<file path="src/rtl/code_lock_n.sv">
`default_nettype none
// ============================================================================
// Module   : code_lock_n
// Brief    : Keypad code lock with retry lockout, reprogramming and 7-seg display.
// Revision : 1.0
// ============================================================================
module code_lock_n #(
    parameter int                    DIGITS       = 4,
    parameter logic [4*DIGITS-1:0]   DEFAULT_CODE = 16'h2601,
    parameter int                    MAX_TRIES    = 3,
    parameter int                    LOCKOUT_CYC  = 1000,
    parameter int                    UNLOCK_CYC   = 500
) (
    input  logic                               clk,
    input  logic                               rst,
    input  logic [9:0]                         key,
    input  logic                               enter,
    input  logic                               clear,
    input  logic                               prog,
    output logic                               unlock,
    output logic                               lockout,
    output logic                               prog_mode,
    output logic [$clog2(MAX_TRIES+1)-1:0]     fail_cnt,
    output logic [7*DIGITS-1:0]                seg
);

    localparam int c_CNT_W   = $clog2(DIGITS + 1);
    localparam int c_FAIL_W  = $clog2(MAX_TRIES + 1);
    localparam int c_TMR_MAX = (LOCKOUT_CYC > UNLOCK_CYC) ? LOCKOUT_CYC : UNLOCK_CYC;
    localparam int c_TMR_W   = $clog2(c_TMR_MAX + 1);

    localparam logic [c_CNT_W-1:0]  c_FULL        = c_CNT_W'(DIGITS);
    localparam logic [c_FAIL_W-1:0] c_FAIL_MAX    = c_FAIL_W'(MAX_TRIES);
    localparam logic [c_TMR_W-1:0]  c_UNLOCK_LAST = c_TMR_W'(UNLOCK_CYC - 1);
    localparam logic [c_TMR_W-1:0]  c_LOCK_LAST   = c_TMR_W'(LOCKOUT_CYC - 1);

    localparam logic [6:0] c_SEG_DASH = 7'b1111110;
    localparam logic [6:0] c_SEG_U    = 7'b1000001;
    localparam logic [6:0] c_SEG_L    = 7'b1110001;

    typedef enum logic [2:0] {
        S_IDLE  = 3'd0,
        S_ENTRY = 3'd1,
        S_FULL  = 3'd2,
        S_OPEN  = 3'd3,
        S_PROG  = 3'd4,
        S_LOCK  = 3'd5
    } state_t;

    state_t                      r_state, w_state_n;
    logic [c_CNT_W-1:0]          r_cnt, w_cnt_n;
    logic [DIGITS-1:0][3:0]      r_buf, w_buf_n;
    logic [c_FAIL_W-1:0]         r_fail, w_fail_n;
    logic [4*DIGITS-1:0]         r_code, w_code_n;
    logic [c_TMR_W-1:0]          r_tmr, w_tmr_n;
    logic [9:0]                  r_key;

    logic                        w_key_evt;
    logic [3:0]                  w_digit;
    logic                        w_match;
    logic [c_FAIL_W-1:0]         w_fail_inc;

    function automatic logic [6:0] f_glyph(input logic [3:0] d);
        case (d)
            4'd0:    f_glyph = 7'b0000001;
            4'd1:    f_glyph = 7'b1001111;
            4'd2:    f_glyph = 7'b0010010;
            4'd3:    f_glyph = 7'b0000110;
            4'd4:    f_glyph = 7'b1001100;
            4'd5:    f_glyph = 7'b0100100;
            4'd6:    f_glyph = 7'b0100000;
            4'd7:    f_glyph = 7'b0001111;
            4'd8:    f_glyph = 7'b0000000;
            4'd9:    f_glyph = 7'b0000100;
            default: f_glyph = c_SEG_DASH;
        endcase
    endfunction

    // A press counts only when the keypad was idle last cycle and exactly one key is down now.
    assign w_key_evt  = (r_key == 10'd0) && $onehot(key);
    assign w_fail_inc = r_fail + c_FAIL_W'(1);

    always_comb begin
        w_digit = 4'd0;
        for (int i = 0; i < 10; i++) begin
            if (key[i]) w_digit = 4'(i);
        end
    end

    // Buffer slot 0 holds the first digit entered, matching the code's top nibble.
    always_comb begin
        w_match = (r_cnt == c_FULL);
        for (int i = 0; i < DIGITS; i++) begin
            if (r_code[4*(DIGITS-1-i) +: 4] != r_buf[i]) w_match = 1'b0;
        end
    end

    always_ff @(posedge clk or posedge rst) begin
        if (rst) begin
            r_state <= S_IDLE;
            r_cnt   <= '0;
            r_buf   <= '0;
            r_fail  <= '0;
            r_code  <= DEFAULT_CODE;
            r_tmr   <= '0;
            r_key   <= '0;
        end else begin
            r_state <= w_state_n;
            r_cnt   <= w_cnt_n;
            r_buf   <= w_buf_n;
            r_fail  <= w_fail_n;
            r_code  <= w_code_n;
            r_tmr   <= w_tmr_n;
            r_key   <= key;
        end
    end

    always_comb begin
        w_state_n = r_state;
        w_cnt_n   = r_cnt;
        w_buf_n   = r_buf;
        w_fail_n  = r_fail;
        w_code_n  = r_code;
        w_tmr_n   = '0;

        case (r_state)
            S_IDLE, S_ENTRY, S_FULL, S_PROG: begin
                if (clear) begin
                    w_state_n = S_IDLE;
                    w_cnt_n   = '0;
                    w_buf_n   = '0;
                end else if (enter) begin
                    w_state_n = S_IDLE;
                    w_cnt_n   = '0;
                    w_buf_n   = '0;
                    if (r_state == S_PROG) begin
                        if (r_cnt == c_FULL) begin
                            for (int i = 0; i < DIGITS; i++) begin
                                w_code_n[4*(DIGITS-1-i) +: 4] = r_buf[i];
                            end
                        end
                    end else if (w_match) begin
                        w_state_n = S_OPEN;
                        w_fail_n  = '0;
                    end else begin
                        w_fail_n = w_fail_inc;
                        if (w_fail_inc == c_FAIL_MAX) w_state_n = S_LOCK;
                    end
                end else if (w_key_evt && (r_cnt != c_FULL)) begin
                    for (int i = 0; i < DIGITS; i++) begin
                        if (r_cnt == c_CNT_W'(i)) w_buf_n[i] = w_digit;
                    end
                    w_cnt_n = r_cnt + c_CNT_W'(1);
                    if (r_state != S_PROG) begin
                        w_state_n = (w_cnt_n == c_FULL) ? S_FULL : S_ENTRY;
                    end
                end
            end
            S_OPEN: begin
                if (clear || enter) begin
                    w_state_n = S_IDLE;
                end else if (prog) begin
                    w_state_n = S_PROG;
                end else if (r_tmr == c_UNLOCK_LAST) begin
                    w_state_n = S_IDLE;
                end else begin
                    w_tmr_n = r_tmr + c_TMR_W'(1);
                end
            end
            S_LOCK: begin
                if (r_tmr == c_LOCK_LAST) begin
                    w_state_n = S_IDLE;
                    w_fail_n  = '0;
                end else begin
                    w_tmr_n = r_tmr + c_TMR_W'(1);
                end
            end
            default: begin
                w_state_n = S_IDLE;
                w_cnt_n   = '0;
                w_buf_n   = '0;
            end
        endcase
    end

    assign unlock    = (r_state == S_OPEN);
    assign lockout   = (r_state == S_LOCK);
    assign prog_mode = (r_state == S_PROG);
    assign fail_cnt  = r_fail;

    always_comb begin
        seg = '0;
        for (int i = 0; i < DIGITS; i++) begin
            case (r_state)
                S_OPEN:  seg[7*i +: 7] = c_SEG_U;
                S_LOCK:  seg[7*i +: 7] = c_SEG_L;
                default: seg[7*i +: 7] = (c_CNT_W'(i) < r_cnt) ? f_glyph(r_buf[i]) : c_SEG_DASH;
            endcase
        end
    end

endmodule
`default_nettype wire

</file>
<file path="config.mk">
export PLATFORM = sky130hd
export DESIGN_NAME = code_lock_n
export DESIGN_NICKNAME = d
export VERILOG_FILES = /design/src/rtl/code_lock_n.sv
export SDC_FILE = /design/constraint.sdc
export NUM_CORES = 1
export LEC_CHECK = 0
export ABC_AREA = 1
export CORE_MARGIN = 10
export CORE_UTILIZATION = 57
export CTS_CLUSTER_DIAMETER = 80
export DETAILED_ROUTE_END_ITERATION = 7
export PLACE_DENSITY = 0.81
export SLEW_MARGIN = 40
export SYNTH_ARGS = -nofsm -noshare
export SYNTH_HDL_FRONTEND = slang
export SYNTH_SLANG_ARGS = --single-unit
</file>
<file path="constraint.sdc">
create_clock -name clk -period 2.51 [get_ports clk]
set_clock_uncertainty 0.1 [all_clocks]
set_input_delay 0.3765 -clock clk [delete_from_list [all_inputs] [get_ports clk]]
set_output_delay 0.3765 -clock clk [all_outputs]
set_load 0.01 [all_outputs]
</file>
; Yosys cells after proc, flatten, opt, wreduce, memory -nomap -nowiden
; Memory sizes are Yosys's and may differ from the RTL's.
; Index checks and enable logic that the tools add are counted.
; Widths: inputs -> output; s select.
[classes]
muxes = 57
reduce_logical = 17
n_eq_ne = 31
bitwise_logic = 2
add_sub_neg = 12
order_cmp = 4
[ops]
columns = op, count
row1 = $pmux 7 s2, 4
row2 = $mux 16, 3
row3 = $mux 4, 12
row4 = $mux 3, 14
row5 = $mux 10, 4
row6 = $pmux 16 s2, 1
row7 = $mux 7, 4
row8 = $ne 4x4->1 const B, 6
row9 = $pmux 10 s2, 1
row10 = $ne 4x4->1, 4
row11 = $eq 3x2->1 const B, 4
row12 = $eq 3x3->1 const B, 4
row13 = $mux 2, 6
row14 = $reduce_and 3->1, 4
row15 = $add 1x1->2, 5
row16 = $add 10x1->10 const B, 1
row17 = $eq 10x10->1 const B, 1
row18 = $eq 10x9->1 const B, 1
row19 = $logic_not 10->1, 1
row20 = $reduce_and 5->1, 2
row21 = $pmux 3 s3, 1
row22 = $add 2x2->3, 2
row23 = $eq 3x1->1 const B, 2
row24 = $logic_not 3->1, 2
row25 = 23 further kinds, 34
[totals]
out_inout_bits = 33
elab_cells = 137
inputBits = 15
mem_count = 4
register_bits = 60
romBits = 448
[memory_table]
columns = memory, words, width, read_ports, rd_ports_with_merged_regs, write_ports, line
row1 = (no name shown), 16, 7, 1, 0, 0, 64  ; case (d)
row2 = (no name shown), 16, 7, 1, 0, 0, 64
row3 = (no name shown), 16, 7, 1, 0, 0, 64
row4 = (no name shown), 16, 7, 1, 0, 0, 64

; Logic depth before layout (Yosys ltp)
; Gate-level depths: netlist of the first run.
[depth]
ltp_word = 14
depth_mapped = 16
ltp_nobuf = 16

; Worst setup path before layout of the first run
; No wires, ideal clock.
[synth_path]
path_kind = input to register
from = input port key[0]
to = register r_buf[12] in the netlist's numbering
t_arrival_ns = 3.306
cell_stages = 16
setup_time_ns = 0.076
path_buffers = 0
required_time_ns = 2.334
setup_slack_ns = -0.972
cell_sequence = fa_1 fa_1 inv_1 fa_1 inv_1 ha_1 inv_1 fa_1 nand3b_1 nor2_1 nand3_1 nand2_4 nand2_8 nor2_8 nand3_1 o21ai_1
[synth_between]
elab_chain_cells = 9
[synth_rtl]
columns = element, line
row1 = from (decl), 16  ; input logic [9:0] key,
row2 = $add 1x1->2 (implied by the code), 80  ; assign w_key_evt = (r_key == 10'd0) && $onehot(key);
row3 = $add 2x2->3 (implied by the code), 80
row4 = $add 3x3->4 (implied by the code), 80
row5 = $add 4x2->4 (implied by the code), 80
row6 = $eq 4x1->1, 80
row7 = $logic_and 1x1->1, 80
row8 = $logic_and 1x1->1, 149  ; end else if (w_key_evt && (r_cnt != c_FULL)) begin
row9 = $ne 4x4->1 (no source line), --
row10 = $reduce_and 3->1 (no source line), --
row11 = to (signal assigned), 110  ; r_buf <= w_buf_n;
row12 = to (decl), 52  ; logic [DIGITS-1:0][3:0] r_buf, w_buf_n;
; Every way passes these cells.
; A chain may end at the register's enable or synchronous reset.

; Worst setup path in the final report of the first run
[layout_path]
from = input port key[1]
to = register r_buf[4] in the netlist's numbering
[layout_between]
elab_chain_cells = 14
elab_cells_between_ends = 23
classes_between = add/sub: 4 / eq/ne: 2 / mux: 14 / reduce/logical: 3
[layout_rtl]
columns = element
row1 = "parallel branches: the longest is 14 deep, another holds $add 3x3->4"
; Parallel ways; which one is timed is not known. The select of a mux whose other input is x is not followed.

==> results.md, run 1 <==
- Final hold violation count: 0
- Clk sinks: 60
- Ys Warns: 0
- Cell Area, Placed: 4680 µm²
- Worst EP arrival: ~3.6 ns
- Root Buffer: clkbuf_8
- Tmin final: approximately 3.5 ns
- Mean routed wirelength per cell: 15.3 µm
- Grt ovf: 0
- Startpoint types: input pin
- Vias in the first global route: roughly 3700
- Least-Margin Pin Slew: around 0.55 ns
- Iter 0 DRT Violations: about 230
- Final worst path period share: 1.37
- Final #Nets: 640
- Endpoints failing setup: 27
- Share of post-route cells with drive strength above 1: 0.206
- Remaining DRCs: 0
- Avg Cell Area, Syn: roughly 7.8 µm²
- Failing checks: negative setup slack
- Hold/Removal Path Class: in2reg
- F_max: roughly 290 MHz
- Die Ht: between 100 and 150 µm
- MaxCap Viol Count: 0
- Clk buf depth: 2
- Via count: 3789
- Final worst setup slack: -0.940 ns
- Total GRT Usage: 0.194
- Register clock-pin slew on the reported worst setup and hold paths: 0.07 ns
- Core footprint: about 6800 µm²
- Register area share after synthesis: 0.377
- Cell area after layout: between 5000 and 6000 µm²
- Final WL: roughly 11000 µm
- Total CTS buffers: 9
- Detailed Place HPWL: between 7000 and 8000 µm
- Synthesized Nets: 562
- Outcome: complete, but fails checks
- Synth Register Bits: 60
- DRT antenna net count: 0
- Post-CTS Hold Buffers: 0
- Die Wd: a little over 100 µm
- Leading area contributor after synthesis: dfrtp_1
- Clock latency on the worst-skew pair: 0.34 ns
- Layout area overhead: 27.8%
- Crit Path Max Fanout: 8
- # fillers: ~480
- Pre-antenna DRT Iters: 5
- Number of core rows: 30
- Area contributors post-synth: dfrtp_1, nand2_1, ha_1
- Power, Total: 3.02 mW
- Yosys cell types: 36
- Vias per cell: around 5.5
- CTS tree: built
- Worst EP required: 2.68 ns
- Top-level I/O count: 48
- Port bufs: 47
- Largest net degree at the start of global routing: 33
- Ys async rst share: 1.00
- Synth Flop Type: dfrtp_1
- First-pass GRT wire length: 17600 µm
- Most common cell in the synthesized netlist: nand2_1
- Post-synth top cells: nand2_1, inv_1, dfrtp_1
- Max IR drop VDD: ~0.00034 V
- Initial antenna violation count: 0
- Unrepaired setup endpoints after global routing: yes
- Number of synthesized flops with an enable pin: 0
- Leakage: between 2 and 2.5 nW
- Synth Cell Area: 3990 µm²
- Ant diodes: 0
- Die ar.: around 11000 µm²
- Top cell type's share of synthesized area: 0.351
- Setup CP Type: in2reg
- Slew Limit Fails: 0
- Initial core utilization: 0.588
- Gpl congestion: roughly 0.90
- Pwr dens: between 500 and 600 nW/µm²
- H-tree depth: 3
- Syn Inst Count: between 500 and 600
- Setup crit end kind: flop
- Rel. slew slack: 0.629
-- critical path: stages --
cell	delay (ns)
buf_6	0.10
fa_1	0.50
fa_1	0.51
inv_1	0.05
fa_1	0.42
inv_1	0.07
ha_2	0.19
inv_2	0.04
fa_1	0.49
nand3b_1	0.07
nor2_1	0.08
nand3_1	0.12
nand2_4	0.11
nand2_8	0.11
nor2_8	0.18
nand3_2	0.10
o21ai_2	0.08
-- layer usage --
metal,share of wire,routed length [µm],global-route usage,vias up
li1,-,-,-,1829
met1,0.42,4460,0.240,1815
met2,0.50,5270,0.314,124
met3,0.061,650,0.0520,21
met4,0.020,217,0.0795,0
met5,0,0,0,-
-- cells by family (layout without fill, tap and decap cells) --
| family | count (synthesis) | count (layout) | share of synthesized area |
|---|---|---|---|
| adder cells (fa/ha/maj) | 34 | 34 | 0.118 |
| AO/OA/AOI/OAI | 108 | 108 | 0.145 |
| flip-flops | 60 | 60 | 0.377 |
| AND/OR/NAND/NOR | 219 | 219 | 0.259 |
| buffers and inverters | 84 | 167 | 0.0827 |
| XOR/XNOR | 8 | 8 | 0.0176 |
-- where the power goes --
| group | internal, mW | total [mW] | switching [mW] | leakage [nW] |
|---|---|---|---|---|
| registers | 1.03 | 1.10 | 0.0708 | 0.777 |
| clock network | 0.637 | 1.04 | 0.402 | 0.122 |
| logic | 0.383 | 0.882 | 0.499 | 1.46 |
| total | 2.05 | 3.02 | 0.972 | 2.35 |
-- sequential cells by signal, indices dropped and copies added (netlist names) --
name / count
r_state: 3
r_key: 10
r_tmr: 10
r_buf: 16
fail_cnt: 2
r_cnt: 3
r_code: 16
-- through the flow --
step | utilization | setup WS, ns | TNS, ns | cells | hold slack (ns)
3_5_place_dp | 0.690 | -1.67 | -35.71 | 665 | 0.357
3_3_place_gp | 0.690 | -1.53 | -33.14 | 665 | 0.355
4_1_cts | 0.733 | -0.985 | -21.65 | 686 | 0.0658
5_1_grt | 0.751 | -1.09 | -24.67 | 692 | 0.0645
6_report | 0.751 | -0.940 | -20.09 | 692 | 0.0795
2_1_floorplan | - | -0.972 | -20.68 | 513 | 0.308
-- cell type report --
type | instances | area (µm²) | area share
multi-input cells | 369 | 2240 | 0.439
well taps | 96 | 120 | 0.0235
clock buffers | 12 | 165 | 0.0324
clock inverters | 4 | 70.1 | 0.0137
repair buffers | 76 | 701 | 0.137
flip-flops and latches | 60 | 1520 | 0.297
inverters | 75 | 290 | 0.0569
-- layout by cell type, fill, tap and decap left out, types with 4 or more instances in the layout --
cell type	instances
nand2_2	10
or2_2	7
nor3_1	5
o21ai_1	33
nand4_1	4
fa_1	6
a31oi_1	6
dfrtp_2	7
inv_1	55
nor2_1	42
inv_2	16
dfstp_2	4
buf_6	4
nor2_8	4
xnor2_1	6
nand2_1	104
o21ai_0	18
clkbuf_8	12
a21oi_1	35
dlygate4sd2_1	10
dlymetal6s2s_1	7
ha_1	27
o211ai_1	6
dfrtp_1	49
o21ai_2	4
nand3_1	27
buf_4	28
clkdlybuf4s50_1	24
-- timing repair --
item	CTS	global route
setup buffers	5	6
pin swaps	12	12
resized for setup	57	33
setup endpoints to repair	49	40
-- final timing paths --
path                                 startpoint                 endpoint  slack [ns]  cells after the start
max                                      key[1]     r_buf[4]$_DFFE_PP0P_       -0.94                     17
max reg2reg                r_cnt[0]$_DFFE_PP0P_  fail_cnt[1]$_DFFE_PP0P_        0.38                     11
max in group asynchronous                   rst   r_code[10]$_DFFE_PP1P_        1.35                      3
min reg2reg                  r_tmr[0]$_DFF_PP0_       r_tmr[0]$_DFF_PP0_        0.37                      1
min in group asynchronous                   rst       r_key[0]$_DFF_PP0_        0.27                      2
min                                      key[0]       r_key[0]$_DFF_PP0_        0.08                      1
Note: power is estimated with default switching activity, not from simulation.
==> inputs of run 2 (changes only) <==
Settings changed: CAP_MARGIN from default to 20.
==> results of run 2 <==
No change in the layout: final DEF, timing and power equal those of run 1.
==> inputs of run 3 (changes only) <==
Settings changed: CORE_MARGIN 10 to 1.5.
==> results.md, run 3 (synthesized netlist as in run 1, its figures left out) <==
- Dpl cells: about 660
- Biggest regs: r_buf (16), r_code (16)
- Detailed Place HPWL: between 7000 and 8000 µm
- Initial antenna violation count: 0
- Final #Nets: ~650
- Most frequent cells in the layout: nand2_1, inv_1, dfrtp_1
- Share of post-route cells with drive strength above 1: 0.229
- GR peak layer: met2
- Ant diodes: 0
- Via count: 3852
- Worst EP required: 2.69 ns
- Startpoint types: input pin
- Unrepaired setup endpoints after global routing: yes
- Layout area overhead: 29.1%
- Gpl congestion: approximately 0.87
- Die Wd: between 80 and 90 µm
- Outcome: complete, but fails checks
- Most common cell after layout, fill and taps aside: nand2_1
- Number of core rows: 30
- Port bufs: 47
- Clk sinks: 60
- Crit Path Max Fanout: 8
- DRT antenna net count: 0
- Leakage: 2.40 nW
- Total GRT Usage: 0.297
- Crit-path slowest cell: fa_1
- Pwr dens: ~550 nW/µm²
- Setup CP Type: in2reg
- GRT met3 Usage: 0.0686
- Top-level I/O count: 48
- Core footprint: 6790 µm²
- Tmin final: 3.47 ns
- Grt ovf: 0
- Final worst setup slack: -0.961 ns
- Root Buffer: clkbuf_8
- Largest net degree at the start of global routing: slightly above 60
- Mean routed wirelength per cell: 15.3 µm
- Slew Limit Fails: 0
- Final worst path period share: 1.38
- Total CTS buffers: 9
- Post-route setup TNS: -20.14 ns
- Cell Chain, Critical Path: buf_8 > fa_1 > fa_1 > inv_2 > fa_1 > inv_1 > ha_2 > inv_2 > fa_1 > nand3b_1 > nor2_2 > nand3_2 > nand2_4 > nand2_8 > nor2_8 > nand3_2 > o21ai_2
- Final WL: approximately 11000 µm
- Die Ht: 86.7 µm
- Final hold violation count: 0
- Max IR drop VDD: 0.000335 V
- Post-CTS Hold Buffers: 0
- Worst Min Path Start: key[0]
- H-tree depth: 3
- CP peak stage delay: about 0.53 ns
- Setup crit end kind: flop
- Final Non-Filler Cells: about 700
- Register clock-pin slew on the reported worst setup and hold paths: 0.07 ns
- CTS tree: built
- F_max: 288 MHz
- Crit path launch: key[1]
- Least-Margin Pin Slew: around 0.57 ns
- Met2 GRT Util: 0.478
- Rel. slew slack: 0.620
- RR Startpoint: r_cnt[0]$_DFFE_PP0P_
- Clock latency on the worst-skew pair: between 0.3 and 0.4 ns
- Met1 Track Usage GR: 0.383
- Hold/Removal Path Class: in2reg
- First-pass GRT wire length: ~17000 µm
- Pre-antenna DRT Iters: 5
- MaxCap Viol Count: 0
- Placement Setup Slack: -1.70 ns
- Worst EP arrival: around 3.7 ns
- Remaining DRCs: 0
- Iter 0 DRT Violations: about 240
- Initial core utilization: 0.588
- Vias per cell: ~5.5
- Clk buf depth: 2
- Die ar.: approximately 7500 µm²
- Endpoints failing setup: 23
- Crit path top cell by count: fa_1
- Vias in the first global route: around 3800
- Failing checks: negative setup slack
[run 3: path summary, 6_finish.rpt]
check	endpoint	slack [ns]	depth (start not counted)
hold reg to reg	r_code[0]$_DFFE_PP1P_	0.38	2
setup / recovery	r_buf[8]$_DFFE_PP0P_	-0.96	17
max in group asynchronous	r_code[13]$_DFFE_PP1P_	1.69	3
hold / removal	r_key[0]$_DFF_PP0_	0.05	1
setup reg to reg	r_state[1]$_DFFE_PP0P_	0.43	10
min in group asynchronous	r_key[0]$_DFF_PP0_	0.28	3
[run 3: through the flow]
| step | instance area [µm²] | total power [mW] | util | hold slack [ns] |
|---|---|---|---|---|
| floorplan | 3990 | 1.60 | - | 0.308 |
| global placement | 4680 | 1.90 | 0.688 | 0.349 |
| detailed placement | 4680 | 1.94 | 0.688 | 0.370 |
| global route | 5150 | 3.01 | 0.759 | 0.0390 |
| finish | 5150 | 2.85 | 0.759 | 0.0531 |
| CTS | 4960 | 2.81 | 0.730 | 0.0571 |
[run 3: per-layer routing]
metal / vias to the layer above / part of all wire
met4: 0 / 0.032
met1: 1825 / 0.43
met3: 39 / 0.061
met2: 155 / 0.48
li1: 1833 / -
met5: - / 0
[run 3: critical path: cells and delay by family]
| family | cells | cell delay [ns] |
|---|---|---|
| AO/OA/AOI/OAI | 1 | 0.07 |
| AND/OR/NAND/NOR | 7 | 0.81 |
| adder cells (fa/ha/maj) | 5 | 2.12 |
| buffers and inverters | 4 | 0.26 |
[run 3: power breakdown]
part / leakage [nW] / switching, mW / internal, mW
logic: 1.53 / 0.513 / 0.391
registers: 0.772 / 0.0664 / 1.03
clock network: 0.0996 / 0.401 / 0.450
[run 3: timing repair]
| action | 4_1_cts | 5_1_grt |
|---|---|---|
| buffers inserted | 11 | 8 |
| setup endpoints to repair | 50 | 42 |
| pin swaps | 11 | 11 |
| resized for setup | 60 | 51 |
[run 3: final cells by class]
class | count | area, µm²
fill | 482 | 1640
tap | 96 | 120
inverter | 75 | 297
multi-input combinational | 369 | 2250
timing repair buffer | 83 | 781
clock inverter | 6 | 55.1
clock buffer | 10 | 128
sequential | 60 | 1520
